## src/rtl/cmp_arbiter.sv

```systemverilog
// rtl/cmp_arbiter.sv - two-requester arbiter sharing one 64-bit / dual 32-bit comparator

// Shared comparator: lane A is the full 64-bit compare in wide mode or the low
// 32-bit compare in narrow mode; lane B is always the upper 32-bit compare.
module comparator64 (
  input  logic        mode,
  input  logic [63:0] a,
  input  logic [63:0] b,
  output logic        eq_a,
  output logic        slt_a,
  output logic        ult_a,
  output logic        eq_b,
  output logic        slt_b,
  output logic        ult_b
);

  // Lane results from the registered operands
  always_comb begin
    if (mode) begin
      eq_a  = (a == b);
      slt_a = ($signed(a) < $signed(b));
      ult_a = (a < b);
    end else begin
      eq_a  = (a[31:0] == b[31:0]);
      slt_a = ($signed(a[31:0]) < $signed(b[31:0]));
      ult_a = (a[31:0] < b[31:0]);
    end
    eq_b  = (a[63:32] == b[63:32]);
    slt_b = ($signed(a[63:32]) < $signed(b[63:32]));
    ult_b = (a[63:32] < b[63:32]);
  end

endmodule

module cmp_arbiter #(
  parameter int TAG_W = 4,
  parameter int CNT_W = 16
) (
  input  logic             clk,
  input  logic             rst,
  input  logic             r0_valid,
  output logic             r0_ready,
  input  logic             r0_wide,
  input  logic [63:0]      r0_a,
  input  logic [63:0]      r0_b,
  input  logic [TAG_W-1:0] r0_tag,
  input  logic             r1_valid,
  output logic             r1_ready,
  input  logic             r1_wide,
  input  logic [63:0]      r1_a,
  input  logic [63:0]      r1_b,
  input  logic [TAG_W-1:0] r1_tag,
  output logic             s0_valid,
  input  logic             s0_ready,
  output logic             s0_eq,
  output logic             s0_slt,
  output logic             s0_ult,
  output logic [TAG_W-1:0] s0_tag,
  output logic             s1_valid,
  input  logic             s1_ready,
  output logic             s1_eq,
  output logic             s1_slt,
  output logic             s1_ult,
  output logic [TAG_W-1:0] s1_tag,
  output logic [CNT_W-1:0] cnt_issue,
  output logic [CNT_W-1:0] cnt_pair
);

  logic busy0, busy1, ptr;
  logic elig0, elig1, pair, grant0, grant1;

  logic        iss_mode;
  logic [63:0] iss_a, iss_b;

  logic             st_valid, st_own0, st_own1, st_pair, st_mode;
  logic [63:0]      st_a, st_b;
  logic [TAG_W-1:0] st_tag0, st_tag1;

  logic eq_a, slt_a, ult_a, eq_b, slt_b, ult_b;

  // Arbitration: pair two narrow ops, else round-robin, else lone grant
  always_comb begin
    elig0  = r0_valid && !busy0;
    elig1  = r1_valid && !busy1;
    pair   = elig0 && elig1 && !r0_wide && !r1_wide;
    grant0 = 1'b0;
    grant1 = 1'b0;
    if (rst) begin
      grant0 = 1'b0;
      grant1 = 1'b0;
    end else if (pair) begin
      grant0 = 1'b1;
      grant1 = 1'b1;
    end else if (elig0 && elig1) begin
      grant0 = !ptr;
      grant1 = ptr;
    end else begin
      grant0 = elig0;
      grant1 = elig1;
    end
  end

  assign r0_ready = grant0;
  assign r1_ready = grant1;

  // Operand packing: paired ops share lanes, lone narrow ops zero the upper half
  always_comb begin
    iss_mode = 1'b0;
    iss_a    = 64'd0;
    iss_b    = 64'd0;
    if (pair) begin
      iss_a = {r1_a[31:0], r0_a[31:0]};
      iss_b = {r1_b[31:0], r0_b[31:0]};
    end else if (grant0) begin
      iss_mode = r0_wide;
      iss_a    = r0_wide ? r0_a : {32'd0, r0_a[31:0]};
      iss_b    = r0_wide ? r0_b : {32'd0, r0_b[31:0]};
    end else if (grant1) begin
      iss_mode = r1_wide;
      iss_a    = r1_wide ? r1_a : {32'd0, r1_a[31:0]};
      iss_b    = r1_wide ? r1_b : {32'd0, r1_b[31:0]};
    end
  end

  // Stage-1 control: issue valid, lane ownership, round-robin pointer, counters
  always_ff @(posedge clk) begin
    if (rst) begin
      st_valid  <= 1'b0;
      st_own0   <= 1'b0;
      st_own1   <= 1'b0;
      st_pair   <= 1'b0;
      ptr       <= 1'b0;
      cnt_issue <= '0;
      cnt_pair  <= '0;
    end else begin
      st_valid <= grant0 || grant1;
      st_own0  <= grant0;
      st_own1  <= grant1;
      st_pair  <= pair;
      if (elig0 && elig1 && !pair) ptr <= !ptr;
      if (grant0 || grant1) cnt_issue <= cnt_issue + CNT_W'(1);
      if (pair) cnt_pair <= cnt_pair + CNT_W'(1);
    end
  end

  // Stage-1 datapath registers feeding the comparator
  always_ff @(posedge clk) begin
    if (grant0 || grant1) begin
      st_mode <= iss_mode;
      st_a    <= iss_a;
      st_b    <= iss_b;
      st_tag0 <= r0_tag;
      st_tag1 <= r1_tag;
    end
  end

  comparator64 u_cmp (
    .mode  (st_mode),
    .a     (st_a),
    .b     (st_b),
    .eq_a  (eq_a),
    .slt_a (slt_a),
    .ult_a (ult_a),
    .eq_b  (eq_b),
    .slt_b (slt_b),
    .ult_b (ult_b)
  );

  // Outstanding-transaction flags: set on acceptance, cleared on response handshake
  always_ff @(posedge clk) begin
    if (rst) begin
      busy0 <= 1'b0;
      busy1 <= 1'b0;
    end else begin
      if (grant0) busy0 <= 1'b1;
      else if (s0_valid && s0_ready) busy0 <= 1'b0;
      if (grant1) busy1 <= 1'b1;
      else if (s1_valid && s1_ready) busy1 <= 1'b0;
    end
  end

  // Stage-2 response registers, held until the consumer takes them
  always_ff @(posedge clk) begin
    if (rst) begin
      s0_valid <= 1'b0;
      s0_eq    <= 1'b0;
      s0_slt   <= 1'b0;
      s0_ult   <= 1'b0;
      s0_tag   <= '0;
      s1_valid <= 1'b0;
      s1_eq    <= 1'b0;
      s1_slt   <= 1'b0;
      s1_ult   <= 1'b0;
      s1_tag   <= '0;
    end else begin
      if (st_valid && st_own0) begin
        s0_valid <= 1'b1;
        s0_eq    <= eq_a;
        s0_slt   <= slt_a;
        s0_ult   <= ult_a;
        s0_tag   <= st_tag0;
      end else if (s0_valid && s0_ready) begin
        s0_valid <= 1'b0;
      end
      if (st_valid && st_own1) begin
        s1_valid <= 1'b1;
        s1_eq    <= st_pair ? eq_b  : eq_a;
        s1_slt   <= st_pair ? slt_b : slt_a;
        s1_ult   <= st_pair ? ult_b : ult_a;
        s1_tag   <= st_tag1;
      end else if (s1_valid && s1_ready) begin
        s1_valid <= 1'b0;
      end
    end
  end

endmodule

```

## config.mk

```make
export PLATFORM = sky130hd
export DESIGN_NAME = cmp_arbiter
export DESIGN_NICKNAME = d
export VERILOG_FILES = /design/src/rtl/cmp_arbiter.sv
export SDC_FILE = /design/constraint.sdc
export NUM_CORES = 1
export LEC_CHECK = 0
export ABC_CLOCK_PERIOD_IN_PS = 10400
export BUFFER_PORTS_ARGS = -buffer_cell sky130_fd_sc_hd__buf_2
export CORE_MARGIN = 10
export CORE_UTILIZATION = 50
export CTS_BUF_LIST = sky130_fd_sc_hd__clkbuf_16
export DETAILED_ROUTE_END_ITERATION = 7
export HOLD_SLACK_MARGIN = 0.03
export PLACE_DENSITY_LB_ADDON = 0.1
export REMOVE_ABC_BUFFERS = 1
export SYNTH_ARGS = -nofsm -noshare
export SYNTH_HDL_FRONTEND = slang
export SYNTH_SLANG_ARGS = --single-unit
```

## constraint.sdc

```tcl
create_clock -name clk -period 10.4 [get_ports clk]
set_input_delay 2.6 -clock clk [delete_from_list [all_inputs] [get_ports clk]]
set_output_delay 2.6 -clock clk [all_outputs]
set_load 0.03 [all_outputs]
```

[After elaboration in Yosys (flattened, before gate mapping)]
Cells that the tools add are included.
Word-level totals
  flip-flop bits (word level): 192
  input bits: 272
  output and inout bits: 50
Operators by class
  add/sub/neg operators: 2
  magnitude comparators: 6
  equality and inequality tests: 3
  muxes and demuxes: 30
  reductions and logical operators: 21
Operator list (count)
  64-bit 2-to-1 mux: 10
  32-bit < comparator: 4
  64-bit < comparator: 2
  32-bit equality test: 2
  64-bit equality test: 1
  16-bit by 1-bit adder with 16-bit output, second input constant: 2
  1-bit 2-to-1 mux: 20
  1-bit logical AND: 10
  2-bit nonzero test: 4
  1-bit zero test: 6
  1-bit logical OR: 1

[Longest topological paths before layout]
  depth in word-level cells: 10
  mapped depth: 10
  gate-level depth less buffers: 10

[By module]
Synthesis repeated with hierarchy kept, for this count alone.
Second synthesis, totals
  cells, all modules: 892
  area, all modules: 9903.2 um2
Modules (own cells, without submodules)
  cmp_arbiter: times used 1, cells each 643, area an instance 8144.1 um2, sequential area each 5215.0 um2
  comparator64: times used 1, cells each 249, area an instance 1759.2 um2, sequential area each 0.0 um2

[Worst setup path after synthesis]
Ideal clock, no wire load.
  path type: input -> register
  start point: input port r1_valid
  end point: register cnt_issue[13]
  arrival time: 8.184 ns
  data required time: 10.272 ns
  slack: 2.089 ns
  stages: 9
  buffers on the path: 1
  cells stage by stage: nand2b_1 > buf_2 > a21oi_2 > and4_1 > and2b_1 > nor2b_1 > nand3_1 > xor2_1 > nor2_1
Between the ends
  cells in the longest elaborated chain, start to end: 7
Ends and longest elaborated chain
  from (decl): line 47  | input logic r1_valid,
  1-bit logical AND *: line 84  | elig1 = r1_valid && !busy1;
  1-bit logical AND: line 85, 94
  1-bit logical AND (2 in series): line 85  | pair = elig0 && elig1 && !r0_wide && !r1_wide;
  1-bit 2-to-1 mux: line 91  | end else if (pair) begin
  1-bit 2-to-1 mux: line 88  | if (rst) begin
  1-bit logical OR *: line 141  | if (grant0 || grant1) cnt_issue <= cnt_issue + CNT_W'(1);
  to (signal assigned): line 141
  to (decl): line 65  | output logic [CNT_W-1:0] cnt_issue,
Every way passes the cells marked *; elsewhere a longest branch is shown, timed or not.
A chain may end at the register's enable or synchronous reset.

[Final worst setup path]
  start point: input port rst
  end point: output port r0_ready
Between the ends
  cells in the longest elaborated chain, start to end: 1
Ends and longest elaborated chain
  from (decl): line 40  | input logic rst,
  1-bit 2-to-1 mux: line 88
  to (decl): line 42  | output logic r0_ready,
Every way passes these cells.

==> summary.md <==
| Metric | Value |
|---|---|
| Vias in the first global route | ~8800 |
| Finished Cell Area | ~12000 sq um |
| Leakage | ~5.7 nW |
| CP Class | in -> out |
| DRC | 0 |
| Cell with the most instances after synthesis | nand2_1 |
| Arrival time worst endpoint | just under 4000 ps |
| Pre-Repair DR Iteration Count | 7 |
| Final period util | between 60% and 70% |
| Pin count of the biggest net entering global routing | 77 |
| Endpoints failing setup | 0 |
| # H-tree levels | 4 |
| End point of the critical path | r0_ready |
| Top-area cell type share of the netlist area | between 40 and 50% |
| Post-Synthesis Cells | between 1000 and 1500 |
| Async S/R FF share, synth | 0% |
| Post-synthesis cell type count | 46 |
| MaxCap Viol Count | 0 |
| Commonest cells post-synth | 182 x nand2_1, 139 x inv_1, 137 x edfxtp_1 |
| CTS root buf | clkbuf_16 |
| Leading area contributor after synthesis | edfxtp_1 |
| RSZ-0062 raised after global routing | no |
| Register area | between 5000 and 6000 sq um |
| Dpl cells | between 1500 and 2000 |
| Core box area | 19460 sq um |
| Crit path largest cell delay | ~500 ps |
| CP cell instances | buf_2 -> buf_4 -> nor2_1 -> o21ai_1 -> o21ai_1 -> buf_2 |
| HP Class | reg -> reg |
| Hold Buf Count CTS | 0 |
| First DRT Iteration DRCs | about 800 |
| Crit. Startpoint | rst |
| Reg-to-reg critical path endpoint | st_b[38]$_DFFE_PP_ |
| Hold wc startpoint | s1_tag[1]$_SDFFE_PP0P_ |
| Nets | roughly 1600 |
| Vias | between 8000 and 9000 |
| Area Growth Syn to Fin | 24.34% |
| Max clock buf depth | 2 |
| Clock transition at path regs | 70 ps |
| Number of synthesized register bits | between 150 and 200 |
| Gr usage total | 21.23% |
| Crit-path slowest cell | buf_4 |
| Crit path launch type | input port |
| Clock skew | roughly 14 ps |
| Crit-path max FO | 58 |
| Reg2Reg Depth | 8 |
| Register area share after synthesis | a little over half |
| Die Ht | ~160 um |
| Num CTS Buffers | 17 |
| Post-synth EDFFs | 137 |
| Worst vdd ir | ~0.000091 V |
| Total gr overflow | 0 |
| Share of cells above drive strength 1 | 27.76% |
| Crit end category | output port |
| Die width | about 160 um |
| Mapped cell area | 9906 sq um |
| Clk Latency, worst-skew pair | approximately 430 ps |
| Final Hold Viols | 0 |
| Placed cell areas | 11730 sq um |
| Drt via density | roughly 5.3 |
| Slew HR | roughly a third |
| Register-to-register setup slack | approximately 7400 ps |
| Mapped Avg Cell Area | ~9.8 sq um |
| Slew @ Worst Pin | 980.3 ps |
| Fillers | 1669 |
| Initial antenna violation count | 1 |
| Finished Layout Cells | about 1600 |
| Starting Density | between 50% and 60% |
| First-pass GRT wire length | approximately 44000 um |
| CTS tree | built |
| Synth top area cells | edfxtp_1 42%, dfxtp_1 11%, ha_1 8.5% |
| Fin util | 63.29% |
| Final WL | about 28000 um |
| Post-CTS sizing | 0 |
| Clock sinks | about 190 |
| WL per Instance | between 15 and 20 um |
| CP required | approximately 7800 ps |
| Post-synth top flop | edfxtp_1 |
| IO Pins | roughly 320 |
| # Post-CTS Setup Buffers | 0 |
| Count of pins over their slew limit | 0 |
| Reg2Reg Launch Point | busy0$_SDFFE_PP0P_ |
| Max Clk Rate | ~150 MHz |
| Status | finished, final reports clean |
| Setup TNS | 0 ps |
| Post-DP HPWL | around 21000 um |
| Final min period | between 6000 and 7000 ps |
| IO Port Bufs | between 300 and 400 |
| Final Total Pwr | approximately 0.0018 W |
| Die area | 25840 sq um |
| Area of the multi-input gates | between 3000 and 4000 sq um |
| GP Congestion | roughly 0.8 |
| Num rows | 51 |
| Remaining antenna violation count after routing | 0 |
| Yosys Warn Count | 0 |
| Power per cell area | around 150 nW/um^2 |
critical path: cells and delay by family:
kind | cells | cell delay (ps)
compound gates | 2 | 450
simple gates | 1 | 100
buf+inv | 3 | 770
routing by layer:
metal  track usage (%)  vias to the layer above  wire, um
met2             33.99                      311     13330
met5                 0                        -         0
met1             27.12                     3890     12050
li1                  -                     4218         -
met4             6.824                        0       414
met3             6.135                       28      2064
area by class of cell:
| cell class | instances | share of cell area (%) |
|---|---|---|
| Clock inverter | 13 | 0.9041 |
| Sequential cell | 192 | 42.34 |
| Multi-Input combinational cell | 630 | 32.42 |
| Clock buffer | 19 | 3.860 |
| Tap cell | 265 | 2.692 |
| Inverter | 139 | 4.236 |
| Timing Repair Buffer | 329 | 13.53 |
| Antenna cell | 1 | 0.02032 |
worst min path at each step:
stage / to / slack, ps / cells after the start
final: s1_tag[1]$_SDFFE_PP0P_ / 450 / 2
after global routing: s1_tag[0]$_SDFFE_PP0P_ / 470 / 2
after CTS: s1_tag[1]$_SDFFE_PP0P_ / 460 / 2
after detailed placement: s1_tag[1]$_SDFFE_PP0P_ / 450 / 2
after global placement: s1_eq$_SDFFE_PP0P_ / 440 / 2
after floorplan: busy0$_SDFFE_PP0P_ / 450 / 2
registers in the layout, indices dropped and copies added, names as in the netlist:
name,cells
s1_tag,4
st_valid,1
s1_eq,1
cnt_issue,16
st_tag0,4
s0_slt,1
st_a,64
busy1,1
busy0,1
ptr,1
st_b,64
st_pair,1
s1_valid,1
st_own0,1
s0_eq,1
s1_ult,1
s0_valid,1
s0_tag,4
s0_ult,1
s1_slt,1
cnt_pair,16
st_own1,1
st_mode,1
st_tag1,4
through the flow:
stage	setup WS [ps]	hold WS, ps
finish	3858	454.9
global route	3729	473.2
CTS	3858	457.6
detailed placement	3860	448.2
global placement	3896	439.8
floorplan	1155	447.6
cell usage in the layout, fill, tap and decap left out, types with 4 or more instances in the layout:
cell type  instances
xnor2_1            7
o21ai_1           69
xor2_1            18
nand4_1           23
inv_6              6
a222oi_1          64
or3_1              9
buf_4              8
nor4_1             4
nand2b_1           4
nor3_1             7
a211oi_1           5
o21a_1             4
nand2_1          181
edfxtp_1         137
inv_1            140
clkbuf_16         19
a21oi_1           54
nand3_1           14
nor2_1            47
o21ai_0           14
dfxtp_1           55
buf_2            321
ha_1              67
logic make-up after synthesis:
group | count (synthesis) | share of synthesized area, %
AND/OR/NAND/NOR | 308 | 13.57
AO/OA/AOI/OAI | 229 | 15.68
buffers and inverters | 192 | 7.339
flip-flops | 192 | 52.65
adder cells (fa/ha/maj) | 67 | 8.463
XOR/XNOR | 25 | 2.210
multiplexers | 1 | 0.1011
where the power goes:
group          internal, W  leakage [nW]  switching [W]
clock             0.000351         0.298       0.000286
combinational     0.000109          3.65       0.000165
sequential        0.000877          1.80      0.0000155
Power figures use the tool's default switching activity.
